### config.mk
export PLATFORM = sky130hd
export DESIGN_NAME = spi_adc_reader
export DESIGN_NICKNAME = d
export VERILOG_FILES = /design/src/rtl/spi_adc_reader.sv
export SDC_FILE = /design/constraint.sdc
export NUM_CORES = 1
export LEC_CHECK = 0
export ABC_AREA = 1
export BUFFER_PORTS_ARGS = -buffer_cell sky130_fd_sc_hd__clkbuf_2
export CAP_MARGIN = 20
export CELL_PAD_IN_SITES_DETAIL_PLACEMENT = 0
export CELL_PAD_IN_SITES_GLOBAL_PLACEMENT = 1
export CORE_MARGIN = 2
export CORE_UTILIZATION = 30
export CTS_BUF_LIST = sky130_fd_sc_hd__clkbuf_8 sky130_fd_sc_hd__clkbuf_16
export DETAILED_ROUTE_END_ITERATION = 10
export PLACE_DENSITY = 0.68
export SLEW_MARGIN = 0
export SYNTH_ARGS = -nofsm -noshare
export SYNTH_HDL_FRONTEND = slang
export SYNTH_SLANG_ARGS = --single-unit
### constraint.sdc
create_clock -name clk -period 2 [get_ports clk]
set_input_delay 0.3 -clock clk [delete_from_list [all_inputs] [get_ports clk]]
set_output_delay 0.3 -clock clk [all_outputs]
set_load 0.01 [all_outputs]
### src/rtl/spi_adc_reader.sv
// spi_adc_reader: parametrised SPI ADC reader with pipelined channel addressing.
// Optional macro SPI_ADC_CMP_EN adds thresh input and registered out_above flag.
module spi_adc_reader #(
    parameter int DATA_W     = 8,
    parameter int LEAD_BITS  = 3,
    parameter int FRAME_BITS = 16,
    parameter int CLK_DIV    = 1,
    parameter int GAP_CYC    = 1,
    parameter int NUM_CH     = 1,
    parameter int ADDR_POS   = 2
) (
    input  logic              clk,
    input  logic              rst_n,
    input  logic              start,
    input  logic              cont,
    output logic              busy,
    output logic              adc_cs,
    output logic              adc_clk,
    output logic              adc_din,
    input  logic              adc_dat,
`ifdef SPI_ADC_CMP_EN
    input  logic [DATA_W-1:0] thresh,
    output logic              out_above,
`endif
    output logic              out_valid,
    output logic [DATA_W-1:0] out_data,
    output logic [2:0]        out_ch
);

    localparam int CMAX = (CLK_DIV > GAP_CYC) ? CLK_DIV : GAP_CYC;
    localparam int CW   = $clog2(CMAX + 1);
    localparam int BW   = $clog2(FRAME_BITS + 1);

    localparam logic [CW-1:0] DIV_V    = CW'(CLK_DIV);
    localparam logic [CW-1:0] GAP_V    = CW'(GAP_CYC);
    localparam logic [BW-1:0] LAST_BIT = BW'(FRAME_BITS - 1);
    localparam logic [BW-1:0] D_FIRST  = BW'(LEAD_BITS);
    localparam logic [BW-1:0] D_LAST   = BW'(LEAD_BITS + DATA_W - 1);
    localparam logic [BW-1:0] A0       = BW'(ADDR_POS);
    localparam logic [BW-1:0] A1       = BW'(ADDR_POS + 1);
    localparam logic [BW-1:0] A2       = BW'(ADDR_POS + 2);
    localparam logic [2:0]    LAST_CH  = 3'(NUM_CH - 1);

    typedef enum logic [2:0] {
        IDLE,
        SETUP,
        SHIFT,
        HOLD,
        GAP
    } state_t;

    state_t            state;
    logic [CW-1:0]     cnt;
    logic [BW-1:0]     bit_idx;
    logic [DATA_W-1:0] shreg;
    logic [2:0]        next_addr;
    logic [2:0]        prev_addr;
    logic [BW-1:0]     nxt_idx;
    logic              in_data;
    logic [2:0]        adv_addr;

    assign nxt_idx  = bit_idx + 1'b1;
    assign in_data  = (bit_idx >= D_FIRST) && (bit_idx <= D_LAST);
    assign adv_addr = (next_addr == LAST_CH) ? 3'd0 : next_addr + 3'd1;

    function automatic logic addr_bit(input logic [BW-1:0] k,
                                      input logic [2:0]    a);
        logic b;
        b = 1'b0;
        unique case (1'b1)
            (k == A0): b = a[2];
            (k == A1): b = a[1];
            (k == A2): b = a[0];
            default:   b = 1'b0;
        endcase
        return b;
    endfunction

    // Frame sequencer: CS/SCLK/DIN generation, capture and result registers
    always_ff @(posedge clk or negedge rst_n) begin
        if (!rst_n) begin
            state     <= IDLE;
            cnt       <= '0;
            bit_idx   <= '0;
            shreg     <= '0;
            next_addr <= 3'd0;
            prev_addr <= 3'd0;
            busy      <= 1'b0;
            adc_cs    <= 1'b1;
            adc_clk   <= 1'b1;
            adc_din   <= 1'b0;
            out_valid <= 1'b0;
            out_data  <= '0;
            out_ch    <= 3'd0;
`ifdef SPI_ADC_CMP_EN
            out_above <= 1'b0;
`endif
        end else begin
            out_valid <= 1'b0;
            unique case (state)
                IDLE: begin
                    if (start || cont) begin
                        state <= SETUP;
                        busy  <= 1'b1;
                        cnt   <= '0;
                    end
                end
                SETUP: begin
                    adc_cs <= 1'b0;
                    if (cnt == DIV_V) begin
                        state   <= SHIFT;
                        adc_clk <= 1'b0;
                        bit_idx <= '0;
                        adc_din <= addr_bit('0, next_addr);
                        cnt     <= CW'(1);
                    end else begin
                        cnt <= cnt + 1'b1;
                    end
                end
                SHIFT: begin
                    if (!adc_clk) begin
                        if (cnt == DIV_V) begin
                            adc_clk <= 1'b1;
                            cnt     <= CW'(1);
                            if (in_data)
                                shreg <= {shreg[DATA_W-2:0], adc_dat};
                        end else begin
                            cnt <= cnt + 1'b1;
                        end
                    end else if (bit_idx == LAST_BIT) begin
                        state     <= HOLD;
                        adc_cs    <= 1'b1;
                        busy      <= 1'b0;
                        out_valid <= 1'b1;
                        out_data  <= shreg;
                        out_ch    <= prev_addr;
                        prev_addr <= next_addr;
                        next_addr <= adv_addr;
`ifdef SPI_ADC_CMP_EN
                        out_above <= (shreg >= thresh);
`endif
                    end else if (cnt == DIV_V) begin
                        adc_clk <= 1'b0;
                        bit_idx <= nxt_idx;
                        adc_din <= addr_bit(nxt_idx, next_addr);
                        cnt     <= CW'(1);
                    end else begin
                        cnt <= cnt + 1'b1;
                    end
                end
                HOLD: begin
                    state <= GAP;
                    cnt   <= CW'(1);
                end
                GAP: begin
                    if (cnt >= GAP_V) begin
                        if (cont) begin
                            state <= SETUP;
                            busy  <= 1'b1;
                            cnt   <= '0;
                        end else begin
                            state <= IDLE;
                        end
                    end else begin
                        cnt <= cnt + 1'b1;
                    end
                end
                default: state <= IDLE;
            endcase
        end
    end

endmodule

# After elaboration in Yosys (flattened, before gate mapping)
# Index checks and enable logic that the tools add are counted.
[op_classes] n_addsub=3 order_cmp=3 eq_ne=18 mux=43 bitwise_logic=1 reduce_logical=15
[ops] op="two-way mux 1 bit" n=25
[ops] op="two-way mux 5 bit" n=4
[ops] op="two-way mux 3 bit" n=6
[ops] op="!= test 2 bit (second input constant)" n=8
[ops] op="case mux 3 bit (5 select lines)" n=1
[ops] op="equality test 5 x 2 -> 1 bit (second input constant)" n=2
[ops] op="case mux 5 bit (2 select lines)" n=1
[ops] op="AND reduction 5 bit" n=2
[ops] op="AND reduction 4 bit" n=2
[ops] op="equality test 3 x 2 -> 1 bit (second input constant)" n=2
[ops] op="logical NOT 3 bit" n=2
[ops] op="!= test 3 bit (second input constant)" n=2
[ops] op="case mux 1 bit (2 select lines)" n=3
[ops] op="case mux 1 bit (3 select lines)" n=2
[ops] op="AND reduction 3 bit" n=2
[ops] op="AND reduction 6 bit" n=1
[ops] op="adder 5 x 1 -> 5 bit (second input constant)" n=1
[ops] op="equality test 5 x 3 -> 1 bit (second input constant)" n=1
[ops] op="equality test 5 x 4 -> 1 bit (second input constant)" n=1
[ops] op=">= comparator 5 x 2 -> 1 bit (second input constant)" n=1
[ops] op="<= comparator 5 x 4 -> 1 bit (second input constant)" n=1
[ops] op="case mux 1 bit (5 select lines)" n=1
[ops] op="nonzero test 5 bit" n=1
[ops] op="adder 3 x 1 -> 3 bit (second input constant)" n=1
[ops] op="10 further kinds" n=10
[word_totals] reg_bits=39 inputBits=5 out_inout_bits=16 elab_cells=96

# Depth between registers and ports, before layout
# Gate-level depths: netlist of the first run.
[logic_depth] depth_word=7 mapped_depth=11

# Worst setup path before layout of the first run
# No wires, ideal clock.
[synth_timing] path_kind="reg-to-reg" startpoint="register bit_idx[0]" endpoint="register next_addr[2]" setup_time_ns=0.120 t_arrival_ns=1.467 t_required_ns=1.880 path_slack_ns=0.413 path_stages_with_launch=11 path_buffers=1 path_cell_list="dfrtp_1 -> ha_1 -> nand2_1 -> nor2_1 -> ha_1 -> nand2_1 -> nor2_2 -> buf_4 -> nand2_2 -> nor2_1 -> a21oi_1"
[synth_via] elab_chain_len=2
[synth_lines] element="from (decl)" line_no="54" rtl="logic [BW-1:0] bit_idx;"
[synth_lines] element="from (signal assigned)" line_no="144" rtl="bit_idx <= nxt_idx;"
[synth_lines] element="equality test 5 x 4 -> 1 bit" line_no="130" rtl="end else if (bit_idx == LAST_BIT) begin"
[synth_lines] element="AND reduction 3 bit (no source line)"
[synth_lines] element="to (signal assigned)" line_no="138" rtl="next_addr <= adv_addr;"
[synth_lines] element="to (decl)" line_no="56" rtl="logic [2:0] next_addr;"
# Every way passes these cells.
# A chain may end at the register's enable or synchronous reset.

# Worst setup path after layout of the first run
[layout_timing] startpoint="register bit_idx[0]" endpoint="register next_addr[1]"
# Same word-level chain as after synthesis.

==> results of run 1 <==
[flip-flops by register name, summed over array words and instances (netlist names), 3 cells and up]
name	cells
bit_idx	5
next_addr	3
out_ch	3
out_data	8
prev_addr	3
shreg	8
state	3
[power by group]
group	internal (mW)	total, mW	switching (mW)	leakage (nW)
combinational	0.284	0.842	0.558	0.582
clock	0.239	0.527	0.288	0.0453
sequential	0.996	1.24	0.240	0.492
[cell usage in the layout (no fill, tap or decap), types with 2 or more instances in the layout]
| master | Yosys | layout |
|---|---|---|
| dfrtp_1 | 37 | 37 |
| nor2_1 | 12 | 12 |
| nand2_1 | 82 | 82 |
| nor2_4 | 2 | 2 |
| a21oi_1 | 3 | 3 |
| o21ai_1 | 7 | 7 |
| nand2_4 | 2 | 2 |
| nand2_2 | 3 | 3 |
| buf_4 | 1 | 3 |
| nand4_1 | 3 | 3 |
| nand3_1 | 21 | 21 |
| ha_1 | 6 | 5 |
| inv_1 | 16 | 17 |
| clkbuf_8 | 0 | 5 |
| dfstp_2 | 2 | 2 |
| clkbuf_2 | 0 | 20 |
| o21ai_0 | 9 | 9 |
[worst max path at each step]
stage	startpoint	slack, ns	to	cells past startpoint
2_1_floorplan	bit_idx[0]$_DFFE_PN0P_	0.41	next_addr[2]$_DFFE_PN0N_	10
3_3_place_gp	bit_idx[0]$_DFFE_PN0P_	0.24	prev_addr[1]$_DFFE_PN0N_	8
3_5_place_dp	bit_idx[0]$_DFFE_PN0P_	0.21	prev_addr[1]$_DFFE_PN0N_	8
4_1_cts	bit_idx[0]$_DFFE_PN0P_	0.19	prev_addr[1]$_DFFE_PN0N_	8
5_1_grt	bit_idx[0]$_DFFE_PN0P_	0.05	next_addr[0]$_DFFE_PN0N_	9
6_report	bit_idx[0]$_DFFE_PN0P_	0.22	next_addr[1]$_DFFE_PN0N_	9
[cell type report]
class | instances | area (sq um) | share of cell area
multi-input cells | 158 | 802.0 | 0.3703
flip-flops and latches | 39 | 978.4 | 0.4518
repair buffers | 24 | 142.6 | 0.06586
well taps | 75 | 93.84 | 0.04333
inverters | 17 | 63.81 | 0.02946
clock buffers | 5 | 68.82 | 0.03177
clock inverters | 3 | 16.27 | 0.007510
[layer usage]
layer  track usage  part of all wire  vias to the layer above
li1              -                 -                      752
met3       0.03587             0.025                        6
met5             0                 0                        -
met1        0.1785              0.49                      712
met2        0.1992              0.46                       14
met4       0.05902             0.021                        0
[logic make-up after synthesis]
group           after synthesis  share of synthesized area
simple gates                130                     0.3216
flops                        39                     0.5273
compound gates               21                    0.05934
buf+inv                      21                    0.04653
fa+ha+maj                     6                    0.04046
xor+xnor                      1                   0.004721
==> summary.txt, run 1 <==
Run status
  • Status: finished clean

Setup path
  • CP Capture Type: register
  • Slowest stage delay, CP: 0.43 ns
  • Worst r2r path cells: 9
  • CP max-delay cell: dfrtp_1
  • Critical Path Fanout Max: 18
  • CP most frequent cell: nand2_1
  • WP data required: 2.22 ns
  • Worst EP arrival: 2.00 ns
  • Setup CP Type: register to register
  • CP startpoint kind: register
  • Worst path cell trace: ha_1 -> nand2_1 -> nor2_1 -> ha_2 -> nand2_1 -> nor2_2 -> buf_12 -> nand3_1 -> o21ai_1
  • Crit path buffers/inverters: 1
  • CP top delay family: simple AND/OR/NAND/NOR gates
  • Worst R2R Setup Slack: 0.22 ns
  • Start of the worst register-to-register path: bit_idx[0]$_DFFE_PN0P_
  • R2R Path End: next_addr[1]$_DFFE_PN0N_

Clock network
  • H-tree levels: 2
  • Post-CTS Setup Bufs: 0
  • CTS tree: done
  • Clk_lat worst skew: 0.29 ns
  • Clock-pin slew on the worst setup and hold paths: 0.08 ns
  • Inserted Clock Buffers: 5
  • # clock sinks: 39
  • Cts hold-fix bufs: 0
  • Clock Tree Buf Depth: 2
  • Root Buffer: clkbuf_8
  • Post-CTS Resized: 0

Placement
  • Routability cong.: 0.7431
  • Area after DPL: 0.002069 sq mm
  • Placed cells: 313
  • Pre-CTS worst setup slack: 0.2055 ns
  • Port bufs: 20
  • HPWL after DPL: 2673 um

Finish
  • Share of layout cells above drive strength 1: 0.1870
  • P&R area growth vs syn: 16.72%
  • Final Cell Area: 0.002166 sq mm
  • Fillers: 667
  • Layout Nets: 256
  • Final Core Density: 0.3637
  • # diodes: 0
  • Non-Filler Instances: 321

Logic synthesis
  • Post-synth top area share: 0.4990
  • Syn nets: 229
  • Synthesized cell area: 0.001856 sq mm
  • EDFF count, synth: 0
  • Yosys cell types: 25
  • Synthesized area per cell: 8.512 sq um
  • Yosys reg bits: 39
  • Async SR Flop Fraction: 1.000
  • Main synth FF type: dfrtp_1
  • Syn Inst Count: 218
  • Post-synthesis sequential area ratio: 0.5273
  • Synth area leader: dfrtp_1
  • Count leader, synth: nand2_1
  • Synth warn: 0
  • Area contributors post-synth: dfrtp_1, nand2_1, nand3_1
  • Synth cell count leaders: nand2_1, dfrtp_1, nand3_1

Floorplan
  • Initial Util: 0.3116
  • Num ports: 21
  • Die height: 82.65 um
  • Core Footprint: 0.005956 sq mm
  • Die W: 82.65 um
  • Die area: 0.006830 sq mm
  • # rows: 28

Global route
  • Initial antenna violation count: 0
  • GRT overflow: 0
  • Tot GR Track Use: 0.1327
  • Number of global-route vias before repair: 1431
  • Largest net degree at the start of global routing: 33
  • First-pass GRT wire length: 6817 um

Routing
  • Pre-Repair DR Iteration Count: 4
  • DR vias: 1484
  • Post-route ant nets: 0
  • First DRT Iteration DRCs: 64
  • Vias per cell: 4.623
  • DRC viols: 0
  • Total wire length: 3799 um
  • Routed WL per cell: 11.83 um

Timing
  • Worst-case headroom to the max-slew limit: 0.4667
  • Fmax: 562.3 MHz
  • Fin Hold WS: 0.08213 ns
  • Clock period minus final worst setup slack: 1.779 ns
  • Total negative setup slack: 0 ns
  • Worst-margin pin slew: 0.7999 ns
  • Final hold vios: 0
  • Clock Skew: 0.003074 ns
  • RSZ-0062 raised after global routing: no
  • Final worst slack: 0.2214 ns
  • Count of endpoints failing setup in the final report: 0
  • Pins over their slew limit: 0
  • Final clock period utilization by the worst path: 0.8893

Pwr
  • LEAKAGE: 1.119 nW
  • Final Power: 2.606 mW
  • Pwr Density: 1203 mW/mm^2
  • Worst VDD drop: 613.7 uV

Hold path
  • Min-delay worst type: input pin to asynchronous set/reset pin

Run
  • Max_cap viols: 0
Note: power is estimated with default switching activity, not from simulation.
==> inputs of run 2 (changes only) <==
- MAX_ROUTING_LAYER: unset -> met4
==> run 2 against run 1 <==
Effect of this change:
- flip-flop and latch count stayed put
- maximum frequency about the same
- power about the same
- critical path depth did not move
- sequential share of layout area unchanged
- clock skew about the same
- global-route usage grew 0.38 points
==> summary.txt, run 2 (synthesis results as in run 1) <==
Run status
  • Status: finished clean (unchanged)

Placement
  • Port bufs: 20 (unchanged)
  • Routability cong.: 0.7525 (was 0.7431)
  • HPWL after DPL: 2673 um (unchanged)
  • Placed cells: 313 (unchanged)
  • Pre-CTS worst setup slack: 0.2055 ns (unchanged)
  • Area after DPL: 0.002069 sq mm (unchanged)

Floorplan
  • Core Footprint: 0.005956 sq mm (unchanged)
  • Initial Util: 0.3116 (unchanged)
  • Die W: 82.65 um (unchanged)
  • Die height: 82.65 um (unchanged)
  • Num ports: 21 (unchanged)
  • # rows: 28 (unchanged)
  • Die area: 0.006830 sq mm (unchanged)

Pwr
  • Gate power share: 0.323 (about the same)
  • Worst VDD drop: 613.7 uV (about the same)
  • Clock power frac: 0.202 (about the same)
  • Sw frac: 0.4168 (was 0.4169)
  • Pwr Density: 1203 mW/mm^2 (about the same)
  • Switching pwr: 1.086 mW (about the same)
  • Pint: 1.519 mW (about the same)
  • Sequential power share: 0.474 (about the same)
  • LEAKAGE: 1.119 nW (unchanged)
  • Final Power: 2.605 mW (was 2.606 mW)

Routing
  • First DRT Iteration DRCs: 64 (unchanged)
  • Total wire length: 3799 um (unchanged)
  • Pre-Repair DR Iteration Count: 4 (unchanged)
  • DR vias: 1484 (unchanged)
  • Routed WL per cell: 11.83 um (unchanged)
  • Vias per cell: 4.623 (unchanged)
  • DRC viols: 0 (unchanged)
  • Post-route ant nets: 0 (unchanged)

Finish
  • Final Cell Area: 0.002166 sq mm (unchanged)
  • Commonest non-fill, non-tap cell in the layout: nand2_1 (unchanged)
  • P&R area growth vs syn: 16.72% (unchanged)
  • # diodes: 0 (unchanged)
  • Non-Filler Instances: 321 (unchanged)
  • Layout Nets: 256 (unchanged)
  • Biggest regs: out_data x8, shreg x8, bit_idx x5 (unchanged)
  • Share of layout cells above drive strength 1: 0.1870 (unchanged)
  • Fillers: 667 (unchanged)
  • Most frequent cells in the layout: nand2_1, dfrtp_1, nand3_1 (unchanged)
  • Final Core Density: 0.3637 (unchanged)

Timing
  • Clock Skew: 0.003053 ns (was 0.003074 ns)
  • Worst-case headroom to the max-slew limit: 0.4666 (was 0.4667)
  • Final hold vios: 0 (unchanged)
  • Fmax: 562.3 MHz (about the same)
  • Clock period minus final worst setup slack: 1.778 ns (was 1.779 ns)
  • Fin Hold WS: 0.08220 ns (was 0.08213 ns)
  • Pins over their slew limit: 0 (unchanged)
  • Final worst slack: 0.2216 ns (was 0.2214 ns)
  • Count of endpoints failing setup in the final report: 0 (unchanged)
  • Total negative setup slack: 0 ns (unchanged)
  • RSZ-0062 raised after global routing: no (unchanged)
  • Final clock period utilization by the worst path: 0.8892 (was 0.8893)
  • Worst-margin pin slew: 0.8001 ns (was 0.7999 ns)

Global route
  • First-pass GRT wire length: 6810 um (was 6817 um)
  • Largest net degree at the start of global routing: 33 (unchanged)
  • Initial antenna violation count: 0 (unchanged)
  • Grt met1 use: 0.1785 (unchanged)
  • GRT overflow: 0 (unchanged)
  • Met3 usage: 0.03587 (unchanged)
  • Tot GR Track Use: 0.1365 (was 0.1327)
  • Gr busiest metal: met2 (unchanged)
  • Number of global-route vias before repair: 1429 (was 1431)
  • Met2 Resource Use GR: 0.1992 (unchanged)

Setup path
  • Critical Path Fanout Max: 18 (unchanged)
  • WP data required: 2.22 ns (about the same)
  • Worst R2R Setup Slack: 0.22 ns (about the same)
  • CP Capture Type: register (unchanged)
  • Setup CP Type: register to register (unchanged)
  • CP startpoint kind: register (unchanged)
  • Worst EP arrival: 2.00 ns (about the same)

Clock network
  • H-tree levels: 2 (unchanged)
  • Root Buffer: clkbuf_8 (unchanged)
  • # clock sinks: 39 (unchanged)
  • Cts hold-fix bufs: 0 (unchanged)
  • Post-CTS Setup Bufs: 0 (unchanged)
  • Clock-pin slew on the worst setup and hold paths: 0.08 ns (about the same)
  • Clk_lat worst skew: 0.29 ns (about the same)
  • CTS tree: done (unchanged)
  • Inserted Clock Buffers: 5 (unchanged)
  • Clock Tree Buf Depth: 2 (unchanged)

Run
  • Max_cap viols: 0 (unchanged)

Hold path
  • Min-delay worst type: input pin to asynchronous set/reset pin (unchanged)
run 2: cell counts in the layout (fill, tap and decap cells not counted):
Identical to the previous run, type by type.
run 2: cell type report:
type,count,area (sq um),share of cell area
clock buffers,5,68.82,0.03177
clock inverters,3,16.27,0.007510
inverters,17,63.81,0.02946
multi-input cells,158,802.0,0.3703
flip-flops and latches,39,978.4,0.4518
well taps,75,93.84,0.04333
repair buffers,24,142.6,0.06586
run 2: power by group through the flow:
stage	Combinational [mW]	Clock (mW)	Sequential, mW
finish	0.842	0.527	1.24
global route	0.986	0.581	1.28
CTS	0.853	0.548	1.23
detailed placement	0.849	0	1.24
global placement	0.840	0	1.25
floorplan	0.653	0	1.19
run 2: per-layer routing:
| metal | up-vias | share of wire | wire length (um) |
|---|---|---|---|
| li1 | 752 | - | - |
| met2 | 14 | 0.46 | 1765 |
| met5 | - | 0 | 0 |
| met3 | 6 | 0.025 | 94 |
| met4 | 0 | 0.021 | 81 |
| met1 | 712 | 0.49 | 1858 |
run 2: path summary, 6_finish.rpt:
kind,to,from,cells past startpoint
worst max-delay path,next_addr[1]$_DFFE_PN0N_,bit_idx[0]$_DFFE_PN0P_,9
worst min-delay path,adc_din$_DFFE_PN0P_,rst_n,1
worst max register to register,next_addr[1]$_DFFE_PN0N_,bit_idx[0]$_DFFE_PN0P_,9
worst min register to register,out_data[2]$_DFFE_PN0N_,out_data[2]$_DFFE_PN0N_,2
max in group asynchronous,out_data[2]$_DFFE_PN0N_,rst_n,2
min in group clk,shreg[0]$_DFFE_PN0P_,adc_dat,3
run 2: what timing repair did:
| item | 4_1_cts | 5_1_grt |
|---|---|---|
| endpoints found under the hold margin | 0 | 0 |
| gates resized for setup | 0 | 2 |
| endpoints found under the setup margin | 0 | 2 |
run 2: critical path, cell delays in order, from the launching register on:
cell	delay, ns
dfrtp_1	0.43
ha_1	0.25
nand2_1	0.07
nor2_1	0.10
ha_2	0.23
nand2_1	0.07
nor2_2	0.21
buf_12	0.18
nand3_1	0.07
o21ai_1	0.08
